`config.mk`:
```
export PLATFORM = sky130hd
export DESIGN_NAME = fetch_queue
export DESIGN_NICKNAME = d
export VERILOG_FILES = /design/src/rtl/pipeline_pkg.sv /design/src/rtl/fetch_queue.sv
export SDC_FILE = /design/constraint.sdc
export NUM_CORES = 1
export LEC_CHECK = 0
export CAP_MARGIN = 20
export CORE_ASPECT_RATIO = 0.6
export CORE_MARGIN = 2
export CORE_UTILIZATION = 49
export DETAILED_ROUTE_END_ITERATION = 10
export PLACE_DENSITY_LB_ADDON = 0.3
export SYNTH_ARGS = -nofsm -noshare
export SYNTH_HDL_FRONTEND = slang
export SYNTH_SLANG_ARGS = --single-unit
export TNS_END_PERCENT = 1
```
`constraint.sdc`:
```
create_clock -name clk_i -period 4.1 [get_ports clk_i]
set_clock_uncertainty 0.05 [all_clocks]
set_input_delay 0.615 -clock clk_i [delete_from_list [all_inputs] [get_ports clk_i]]
set_output_delay 0.615 -clock clk_i [all_outputs]
set_load 0.02 [all_outputs]
```
`src/rtl/pipeline_pkg.sv`:
```
// Shared fetch/decode pipeline constants.
// The packet struct's field widths come from each module's parameters, so it is declared per module.
package pipeline_pkg;

    localparam int unsigned PC_WIDTH_DEFAULT    = 32;
    localparam int unsigned INSTR_WIDTH_DEFAULT = 32;
    localparam int unsigned QUEUE_DEPTH_DEFAULT = 4;

endpackage

```
`src/rtl/fetch_queue.sv`:
```
// Fetch-to-decode instruction queue with valid/ready handshakes and a flush input.
// Decode outputs are registered head contents, and they read as zero whenever the queue is empty.
module fetch_queue
    import pipeline_pkg::*;
#(
    parameter int unsigned PC_WIDTH          = PC_WIDTH_DEFAULT,
    parameter int unsigned INSTRUCTION_WIDTH = INSTR_WIDTH_DEFAULT,
    parameter int unsigned DEPTH             = QUEUE_DEPTH_DEFAULT
) (
    input  logic                         clk_i,
    input  logic                         rst_ni,
    input  logic                         flush_i,
    input  logic                         validF_i,
    output logic                         readyF_o,
    input  logic [PC_WIDTH-1:0]          PCF_i,
    input  logic [INSTRUCTION_WIDTH-1:0] InstrF_i,
    input  logic [PC_WIDTH-1:0]          PCPlus4F_i,
    input  logic                         predictTakenF_i,
    output logic                         validD_o,
    input  logic                         readyD_i,
    output logic [PC_WIDTH-1:0]          PCD_o,
    output logic [INSTRUCTION_WIDTH-1:0] InstrD_o,
    output logic [PC_WIDTH-1:0]          PCPlus4D_o,
    output logic                         predictTakenD_o,
    output logic [$clog2(DEPTH+1)-1:0]   count_o
);

    localparam int unsigned PTR_W = $clog2(DEPTH);
    localparam int unsigned CNT_W = $clog2(DEPTH + 1);

    typedef struct packed {
        logic [PC_WIDTH-1:0]          pc;
        logic [INSTRUCTION_WIDTH-1:0] instr;
        logic [PC_WIDTH-1:0]          pcplus4;
        logic                         predict_taken;
    } fetch_pkt_t;

    fetch_pkt_t       mem [DEPTH];
    fetch_pkt_t       head;
    logic [PTR_W-1:0] wr_ptr;
    logic [PTR_W-1:0] rd_ptr;
    logic [CNT_W-1:0] count;
    logic             full;
    logic             empty;
    logic             push;
    logic             pop;
    logic             clear;

    assign full  = (count == CNT_W'(DEPTH));
    assign empty = (count == '0);
    assign clear = !rst_ni || flush_i;
    // Acceptance depends only on occupancy, so a full queue refuses a packet even while it dequeues.
    assign push  = validF_i && !full && !clear;
    assign pop   = !empty && readyD_i && !clear;

    always_ff @(posedge clk_i) begin
        if (clear) begin
            wr_ptr <= '0;
            rd_ptr <= '0;
            count  <= '0;
        end else begin
            if (push) wr_ptr <= wr_ptr + PTR_W'(1);
            if (pop)  rd_ptr <= rd_ptr + PTR_W'(1);
            if (push && !pop)      count <= count + CNT_W'(1);
            else if (pop && !push) count <= count - CNT_W'(1);
        end
    end

    // Storage holds its contents through reset; only the pointers and count are cleared.
    always_ff @(posedge clk_i) begin
        if (push) begin
            mem[wr_ptr] <= '{pc: PCF_i, instr: InstrF_i, pcplus4: PCPlus4F_i,
                             predict_taken: predictTakenF_i};
        end
    end

    always_comb begin
        head = '0;
        if (!empty) head = mem[rd_ptr];
    end

    assign readyF_o        = !full;
    assign validD_o        = !empty;
    assign count_o         = count;
    assign PCD_o           = head.pc;
    assign InstrD_o        = head.instr;
    assign PCPlus4D_o      = head.pcplus4;
    assign predictTakenD_o = head.predict_taken;

endmodule

```
==> metrics, run 1 <==
most common library cells after synthesis=edfxtp_1 (388), and2_1 (101), mux4_2 (97), clkbuf_1 (17), buf_2 (11); final instance area=0.01886 mm2; die width=230.8 um; Arrival @ worst endpoint=2.85 ns; Core ar.=0.03016 mm2; CTS Buffer Depth=3; area leader, netlist=edfxtp_1; Top delay family on crit path=buffers and inverters; # DRC=0; Worst R2R Start=count_o[0]$_SDFFE_PP0P_; total gr overflow=0; CTS resizes=0; CTS clk-pin slew, worst paths=0.06 ns; Clock Tree Root=clkbuf_16; Cell variety after synth=26; dpl cell area=0.01779 mm2; Vias/cell=5.288; pin count of the biggest net entering global routing=98; critical-path maximum fanout=28; clock latency on the worst-skew pair=0.51 ns; TritonRoute pass-1 iters=5; Filler Cell Count=2101; leading post-synthesis cells by cell area=edfxtp_1 (77%), mux4_2 (14%), and2_1 (4.2%), dfxtp_1 (1.2%), clkbuf_1 (0.42%); slowest stage delay, CP=0.74 ns; RD Place Congestion=0.7146; Post-Syn Nets=774; top cell type's share of synthesized area=77.07%; critical path class=flop to primary output; Tcrit/Tclk final=85.65%; Total GRT Usage=18.20%; Worst-Margin Slew=0.6160 ns; end point of the critical path=PCPlus4D_o[4]; DR iter-0 viols=398; cell total after placement=1264; DIE AREA=0.03232 mm2; CTS Buf Count=37; Post-Syn Instances=666; Sum Neg Setup Slack=0 ns; Reg area=0.01184 mm2; die height=140.1 um; Slew Limit Fails=0; register area share after synthesis=78.27%; CTS sink cnt=397; Critical Path, Cell by Cell=buf_4 > mux4_2 > and2_1 > clkdlybuf4s50_1; Final setup viols=0; DR vias=7033; Tot Pwr=7.998 mW; Post-synth ARST share=0%; final hold violation count=0; # IOs=204; static leakage=5.882 nW; crit end category=primary output; vias in the first global route=7518; Initial Util=50.12%; max_cap viols=0; top_reg_cell synth=edfxtp_1; slowest CP cell=dfxtp_4; R2R depth=8; drt total wl=28.75 mm; EDFF count, synth=388; Crit Reg-Reg Endpoint=count_o[2]$_SDFFE_PP0P_; Yosys warning count=0; post-DP HPWL=17.71 mm; CTS H-tree depth=2; share of post-route cells with drive strength above 1=18.91%; Power Density=424.2 mW/mm2; synth-to-layout area growth=24.73%; Non-Filler Instances=1330; CTS tree=built; area of the multi-input gates=0.003068 mm2; Post-CTS Setup Inserts=0; maximum operating frequency=284.8 MHz; DRT antenna net count=0; Setup crit start kind=flop; hold buffer count at cts=0; PortBufs=203; Nets=1003; flop2flop setup slack=1.59 ns; RSZ-0062 raised after global routing=false; Hold WC Path Type=flop to flop; Post-Synthesis Cell Area=0.01512 mm2; status=finished clean; crit path time final=3.512 ns; first-pass GRT wire length=44.19 mm; Avg WL per Cell=21.62 um; cell depth of the worst setup path=4; most frequent cell after synthesis=edfxtp_1; Critical Path RT=3.43 ns; WP buf/inv=2; VDD IR max=0.2893 mV; #FFs+latches synth=397; Avg Cell Area, Syn=22.70 um2; Rel. slew slack=58.94%; Row Count=49; antenna violations before repair=4
## stage by stage
step / utilization, % / hold WS, ns / worst slack, ns
2_1_floorplan: - / 0.4337 / 0.03746
3_3_place_gp: 58.97 / 0.4654 / 0.8399
3_5_place_dp: 58.97 / 0.4703 / 0.8057
4_1_cts: 62.49 / 0.4913 / 0.4912
5_1_grt: 62.51 / 0.5143 / 0.4154
6_report: 62.51 / 0.4780 / 0.5884
## power by group
group	internal, mW	switching (mW)
clock network	1.66	1.39
logic	0.232	0.209
registers	4.49	0.0138
total	6.39	1.61
## state kept, by name, summed over array words and instances (netlist names), named ones only
| signal | flops |
|---|---|
| mem | 388 |
| count_o | 3 |
| rd_ptr | 2 |
| wr_ptr | 2 |
## tightest hold or removal path: cells and delay by family (launching register included)
kind               cells  cell delay (ns)
DFF                    1             0.34
AOI/OAI and AO/OA      2             0.14
## layout by cell type (no fill, tap or decap), drive strengths merged, types with 2 or more instances in the layout
master | Yosys | layout
clkbuf | 18 | 44
and2 | 101 | 101
mux4 | 97 | 97
nor2 | 5 | 5
clkdlybuf4s50 | 0 | 203
nand3 | 2 | 2
o21ai | 3 | 3
xor2 | 4 | 4
dfxtp | 9 | 9
edfxtp | 388 | 388
ha | 5 | 5
clkinvlp | 0 | 4
diode | 0 | 2
buf | 16 | 21
a21oi | 3 | 3
clkinv | 0 | 16
or3 | 2 | 2
inv | 5 | 5
## cells by family (layout without fill, tap and decap cells)
| family | after synthesis | after routing | synth area share (%) |
|---|---|---|---|
| AO/OA/AOI/OAI | 8 | 8 | 0.3062 |
| XOR/XNOR | 4 | 4 | 0.2317 |
| adder cells (fa/ha/maj) | 6 | 6 | 0.5463 |
| buffers and inverters | 39 | 293 | 1.515 |
| flip-flops | 397 | 397 | 78.27 |
| multiplexers | 98 | 98 | 14.52 |
| other | 0 | 2 | 0 |
| AND/OR/NAND/NOR | 114 | 114 | 4.619 |
## cell type report
cell class | count | share of cell area [%]
flip-flops and latches | 397 | 62.79
well taps | 408 | 2.707
clock buffers | 44 | 5.050
inverters | 5 | 0.09954
repair buffers | 224 | 12.48
clock inverters | 20 | 0.5839
multi-input cells | 230 | 16.27
diodes | 2 | 0.02654
## worst min-delay path by stage
| stage | slack (ns) | start | depth (start not counted) | to |
|---|---|---|---|---|
| after floorplan | 0.43 | wr_ptr[0]$_SDFFE_PP0P_ | 2 | wr_ptr[0]$_SDFFE_PP0P_ |
| after global placement | 0.47 | rd_ptr[0]$_SDFFE_PP0P_ | 2 | rd_ptr[0]$_SDFFE_PP0P_ |
| after detailed placement | 0.47 | wr_ptr[1]$_SDFFE_PP0P_ | 2 | wr_ptr[1]$_SDFFE_PP0P_ |
| after CTS | 0.49 | wr_ptr[1]$_SDFFE_PP0P_ | 2 | wr_ptr[1]$_SDFFE_PP0P_ |
| after global routing | 0.51 | wr_ptr[1]$_SDFFE_PP0P_ | 2 | wr_ptr[1]$_SDFFE_PP0P_ |
| final | 0.48 | wr_ptr[1]$_SDFFE_PP0P_ | 2 | wr_ptr[1]$_SDFFE_PP0P_ |
## metal layers
metal	wire [um]	vias to the layer above	global-route usage, %
met5	13	-	0
met4	470	2	4.244
met3	1721	39	4.743
met2	13700	172	28.84
met1	12840	3647	25.73
li1	-	3173	-
Power figures use the tool's default switching activity.
==> run 2: changes to the inputs <==
==> constraint.sdc (replaced) <==
create_clock -name clk_i -period 2.9 [get_ports clk_i]
set_clock_uncertainty 0.05 [all_clocks]
set_input_delay 0.435 -clock clk_i [delete_from_list [all_inputs] [get_ports clk_i]]
set_output_delay 0.435 -clock clk_i [all_outputs]
set_load 0.02 [all_outputs]
==> run 2 against run 1 <==
Against the previous run: the run now ends with negative setup slack left; cell area up 1.4%; core utilization is 0.86 points higher; sequential cell count unchanged; register-to-register slack lost 0.96 ns; routed wire length grew 0.26%.
==> metrics, run 2 (synthesis gave the netlist of run 1 again) <==
Vias/cell=5.336 (was 5.288); Critical Path, Cell by Cell=buf_16 > mux4_2 > and2_1 > clkdlybuf4s50_1 (was buf_4 > mux4_2 > and2_1 > clkdlybuf4s50_1); CTS tree=built (unchanged); die width=230.8 um (unchanged); RSZ-0062 raised after global routing=true (was false); DR vias=7097 (was 7033); Tot Pwr=11.63 mW (was 7.998 mW); Tcrit/Tclk final=102.6%; Total GRT Usage=18.42% (was 18.20%); crit end category=primary output (unchanged); clock latency on the worst-skew pair=0.51 ns (about the same); Psw=2.287 mW (was 1.609 mW); VDD IR max=0.5093 mV (was 0.2893 mV); critical-path maximum fanout=26 (was 28); max_cap viols=0 (unchanged); first-pass GRT wire length=44.99 mm (was 44.19 mm); Slew Limit Fails=0 (unchanged); Row Count=49 (unchanged); Final setup viols=23 (was 0); # DRC=0 (unchanged); slowest stage delay, CP=0.55 ns (was 0.74 ns); synth-to-layout area growth=26.44% (was 24.73%); RD Place Congestion=0.7547 (was 0.7146); pin count of the biggest net entering global routing=56 (was 98); Worst-Margin Slew=0.4876 ns (was 0.6160 ns); PnR worst setup slack=-0.07546 ns (was 0.5884 ns); Core ar.=0.03016 mm2 (unchanged); # IOs=204 (unchanged); Seq pwr share=54.8% (was 56.4%); antenna violations before repair=3 (was 4); cell total after placement=1267 (was 1264); share of post-route cells with drive strength above 1=19.41% (was 18.91%); number of flip-flops in the largest register=388 (unchanged); met1 WL=12.77 mm (was 12.84 mm); die height=140.1 um (unchanged); Clock Tree Root=clkbuf_16 (unchanged); Reg with most FFs=mem (unchanged); DIE AREA=0.03232 mm2 (unchanged); final hold violation count=0 (unchanged); DRT antenna net count=0 (unchanged); vias in the first global route=7566 (was 7518); Final Util=63.37% (was 62.51%); drt total wl=28.83 mm (was 28.75 mm); CTS sink cnt=397 (unchanged); met3 routed WL=1.872 mm (was 1.721 mm); Power Density=608.5 mW/mm2 (was 424.2 mW/mm2); Hold WS=0.4820 ns (was 0.4780 ns); TritonRoute pass-1 iters=4 (was 5); Ant. Diodes=0 (was 2); switching share of power=19.67% (was 20.11%); DR iter-0 viols=518 (was 398); Initial Util=50.12% (unchanged); static leakage=6.719 nW (was 5.882 nW); hold buffer count at cts=0 (unchanged); Setup crit start kind=flop (unchanged); Logic pwr share=5.3% (was 5.5%); total gr overflow=0 (unchanged); most common cell after layout, fill and taps aside=edfxtp_1 (unchanged); Arrival @ worst endpoint=2.49 ns (was 2.85 ns); most frequent cells in the layout=edfxtp_1 (388), clkdlybuf4s50_1 (129), mux4_2 (97), and2_1 (97), clkbuf_16 (41) (was edfxtp_1 (388), clkdlybuf4s50_1 (203), mux4_2 (97), and2_1 (97), clkbuf_16 (37)); Post-Place Setup Slack=0.2005 ns (was 0.8057 ns); Filler Cell Count=2086 (was 2101); Nets=1007 (was 1003); status=finished with violations (was finished clean); Hold WC Path Type=flop to flop (unchanged); PortBufs=203 (unchanged); clock network power share=40.0% (was 38.1%); CTS Buf Count=38 (was 37); Avg WL per Cell=21.67 um (was 21.62 um); CTS H-tree depth=2 (unchanged); Non-Filler Instances=1330 (unchanged); CTS clk-pin slew, worst paths=0.06 ns (about the same); slowest CP cell=clkdlybuf4s50_1 (was dfxtp_4); Critical Path RT=2.41 ns (was 3.43 ns); maximum operating frequency=336.1 MHz; post-DP HPWL=17.54 mm (was 17.71 mm); failing checks=negative setup slack; Rel. slew slack=67.08% (was 58.94%); crit path time final=2.975 ns; routed wl met2=13.74 mm (was 13.70 mm); critical path class=flop to primary output (unchanged); top sig layer=met5 (unchanged); Int Power=9.343 mW (was 6.389 mW); CTS Buffer Depth=3 (unchanged)
[run 2: cell types whose count changed in the layout (fill, tap and decap cells not counted), moves of 5 or more]
cell,delta
buf_12,+5
buf_4,-5
clkbuf_1,+7
clkdlybuf4s50_1,-74
clkinv_1,-8
dlygate4sd2_1,+36
dlymetal6s2s_1,+32
[run 2: area by class of cell]
cell class	instances	area, um2	area share, %
well taps	408	510.5	2.671
repair buffers	227	2522	13.20
inverters	5	18.77	0.09819
clock buffers	55	1079	5.642
flip-flops and latches	397	11840	61.94
clock inverters	8	77.57	0.4058
multi-input cells	230	3068	16.05
[run 2: worst paths after layout]
check / end / slack (ns) / start / cells after the start
setup / recovery: InstrD_o[30] / -0.08 / flop / 4
hold / removal: rd_ptr[0]$_SDFFE_PP0P_ / 0.48 / rd_ptr[0]$_SDFFE_PP0P_ / 2
setup reg to reg: count_o[2]$_SDFFE_PP0P_ / 0.63 / count_o[0]$_SDFFE_PP0P_ / 8
hold reg to reg: rd_ptr[0]$_SDFFE_PP0P_ / 0.48 / rd_ptr[0]$_SDFFE_PP0P_ / 2
[run 2: stage by stage]
step	setup TNS [ns]	cell area [um2]
floorplan	-285.80	15120
global placement	0	17910
detailed placement	0	17910
CTS	-5.367	19020
global route	-3.718	19110
finish	-0.9020	19110
[run 2: worst max-delay path, delay by kind of cell (launching register included)]
| family | cells | cell delay (ns) |
|---|---|---|
| and+or+nand+nor | 1 | 0.19 |
| muxes | 1 | 0.53 |
| DFF | 1 | 0.44 |
| buffers and inverters | 2 | 0.80 |
[run 2: what timing repair did]
action / CTS / global route
resized for setup: 43 / 42
setup endpoints to repair: 97 / 59
setup buffers: 0 / 0
[run 2: power by group through the flow]
stage,clock (mW),sequential (mW),combinational [mW]
2_1_floorplan,0,6.50,0.253
3_3_place_gp,0,6.49,0.633
3_5_place_dp,0,6.49,0.639
4_1_cts,4.76,6.37,0.624
5_1_grt,4.99,6.37,0.658
6_report,4.65,6.37,0.611
[run 2: routing by layer]
layer / global-route usage (%) / vias to the layer above
li1: - / 3182
met1: 26.00 / 3695
met2: 29.17 / 177
met3: 4.906 / 39
met4: 4.312 / 4
met5: 0 / -
==> run 3: changes to the inputs <==
--- a/config.mk
+++ b/config.mk
@@ -5,10 +5,10 @@
 export SDC_FILE = /design/constraint.sdc
 export NUM_CORES = 1
 export LEC_CHECK = 0
-export CAP_MARGIN = 20
 export CORE_ASPECT_RATIO = 0.6
 export CORE_MARGIN = 2
-export CORE_UTILIZATION = 49
+export CORE_UTILIZATION = 51
+export CTS_BUF_LIST = sky130_fd_sc_hd__clkbuf_4 sky130_fd_sc_hd__clkbuf_8
 export DETAILED_ROUTE_END_ITERATION = 10
 export PLACE_DENSITY_LB_ADDON = 0.3
 export SYNTH_ARGS = -nofsm -noshare
==> constraint.sdc (replaced) <==
create_clock -name clk_i -period 2.9 [get_ports clk_i]
set_clock_uncertainty 0.05 [all_clocks]
set_input_delay 0.58 -clock clk_i [delete_from_list [all_inputs] [get_ports clk_i]]
set_output_delay 0.58 -clock clk_i [all_outputs]
set_load 0.02 [all_outputs]
==> run 3 against run 2 <==
Against the previous run: the run still ends with negative setup slack left; final cell count increased by 2.7%; die area down 3.8%; via count up 2.4%; routed wire length grew 3.9%; critical endpoint is now InstrD_o[18]; highest routed layer unchanged.
==> metrics, run 3 (synthesis gave the netlist of run 1 again) <==
status=finished with violations (unchanged); failing checks=negative setup slack (unchanged); DIE AREA=0.03108 mm2 (was 0.03232 mm2); maximum operating frequency=330.0 MHz (was 336.1 MHz); Tcrit/Tclk final=104.5% (was 102.6%); crit end category=primary output (unchanged); # DRC=0 (unchanged); PortBufs=203 (unchanged); Rel. slew slack=69.96% (was 67.08%); final hold violation count=0 (unchanged); crit path time final=3.031 ns (was 2.975 ns); vias in the first global route=7713 (was 7566); number of flip-flops in the largest register=388 (unchanged); DR vias=7270 (was 7097); pin count of the biggest net entering global routing=60 (was 56); RSZ-0062 raised after global routing=true (unchanged); CTS tree=built (unchanged); CTS clk-pin slew, worst paths=0.06 ns (about the same); Setup crit start kind=flop (unchanged); Psw=2.331 mW (was 2.287 mW); Total GRT Usage=19.59% (was 18.42%); share of post-route cells with drive strength above 1=30.33% (was 19.41%); Clock Tree Root=clkbuf_8 (was clkbuf_16); Vias/cell=5.322 (was 5.336); Int Power=8.983 mW (was 9.343 mW); static leakage=6.729 nW (was 6.719 nW); die height=137.4 um (was 140.1 um); Worst-Margin Slew=0.4450 ns (was 0.4876 ns); die width=226.3 um (was 230.8 um); Reg with most FFs=mem (unchanged); CTS sink cnt=397 (unchanged); switching share of power=20.60% (was 19.67%); post-DP HPWL=18.24 mm (was 17.54 mm); synth-to-layout area growth=25.48% (was 26.44%); first-pass GRT wire length=45.02 mm (was 44.99 mm); Core ar.=0.02895 mm2 (was 0.03016 mm2); Seq pwr share=56.3% (was 54.8%); total gr overflow=0 (unchanged); Tot Pwr=11.31 mW (was 11.63 mW); Row Count=48 (was 49); Avg WL per Cell=21.92 um (was 21.67 um); TritonRoute pass-1 iters=5 (was 4); drt total wl=29.94 mm (was 28.83 mm); VDD IR max=0.4252 mV (was 0.5093 mV); antenna violations before repair=2 (was 3); most common cell after layout, fill and taps aside=edfxtp_1 (unchanged); Slew Limit Fails=0 (unchanged); PnR worst setup slack=-0.1305 ns (was -0.07546 ns); clock network power share=38.2% (was 40.0%); CTS Buf Count=56 (was 38); Ant. Diodes=0 (unchanged); Hold WC Path Type=flop to flop (unchanged); Sum Neg Setup Slack=-1.160 ns (was -0.9020 ns); Final setup viols=33 (was 23); Arrival @ worst endpoint=2.40 ns (was 2.49 ns); critical path class=flop to primary output (unchanged); # IOs=204 (unchanged); CTS Buffer Depth=3 (unchanged); Worst R2R Start=count_o[0]$_SDFFE_PP0P_ (unchanged); Nets=1033 (was 1007); CTS H-tree depth=2 (unchanged); Critical Path RT=2.27 ns (was 2.41 ns); Logic pwr share=5.5% (was 5.3%); critical-path maximum fanout=21 (was 26); hold buffer count at cts=0 (unchanged); RD Place Congestion=0.7456 (was 0.7547); DR iter-0 viols=556 (was 518); most frequent cells in the layout=edfxtp_1 (388), clkdlybuf4s50_1 (105), mux4_2 (97) (was edfxtp_1 (388), clkdlybuf4s50_1 (129), mux4_2 (97), and2_1 (97), clkbuf_16 (41)); max_cap viols=0 (unchanged); clock latency on the worst-skew pair=0.60 ns (was 0.51 ns); DRT antenna net count=0 (unchanged); Hold Startpoint=rd_ptr[1]$_SDFFE_PP0P_ (was rd_ptr[0]$_SDFFE_PP0P_); Initial Util=52.22% (was 50.12%); Power Density=596.5 mW/mm2 (was 608.5 mW/mm2)
==> run 3: changes by cell type in the layout (fill, tap and decap cells not counted), sizes merged, moves of 4 or more <==
cell and change:
buf +51, clkbuf +34, clkdlybuf4s50 -24, clkinv +9
dlygate4sd2 -23, dlymetal6s2s -4
==> run 3: repair_timing <==
item                                    in CTS  in global routing
setup buffers                                0                  1
gates cloned                                 0                  1
endpoints found under the setup margin      98                 75
resized for setup                          201                 83
==> run 3: final timing paths <==
check / slack, ns / cells past startpoint / to
max reg2reg: 0.57 / 9 / count_o[2]$_SDFFE_PP0P_
max: -0.13 / 5 / InstrD_o[18]
min: 0.49 / 2 / flop
min reg2reg: 0.49 / 2 / flop
==> run 3: layout make-up <==
class                   instances  area, um2
clock buffers                  81      970.9
clock inverters                18      128.9
fillers                      1975       9980
inverters                       5      18.77
multi-input cells             230       3104
flip-flops and latches        397      11840
well taps                     400      500.5
repair buffers                235       2406
==> run 3: worst max-delay path, stage by stage (launching register included) <==
cell and delay, ns:
dfxtp_4 0.47, buf_4 0.16, buf_12 0.20, mux4_2 0.53, and2_1 0.17, clkdlybuf4s15_2 0.27
==> run 3: metrics by stage <==
step                util (%)  cell area (um2)  hold slack, ns  setup slack, ns  cells
floorplan                  -            15120          0.4337         -0.06768    666
global placement       61.91            17920          0.4577           0.1086   1265
detailed placement     61.91            17920          0.4727          0.01635   1265
CTS                    64.97            18810          0.4864          -0.3648   1364
global route           65.53            18970          0.5169          -0.2625   1366
finish                 65.53            18970          0.4896          -0.1305   1366
==> run 3: power groups by stage <==
stage | clock, mW | combinational (mW) | sequential (mW)
floorplan | 0 | 0.253 | 6.50
global placement | 0 | 0.636 | 6.49
detailed placement | 0 | 0.646 | 6.49
CTS | 4.44 | 0.618 | 6.37
global route | 4.69 | 0.663 | 6.37
finish | 4.32 | 0.618 | 6.37
==> run 3: metal layers <==
metal	track usage, %	vias up	wire length, um
li1	-	3242	-
met1	26.85	3744	13010
met2	31.31	239	14380
met3	5.929	41	2182
met4	4.825	4	348
met5	0	-	22
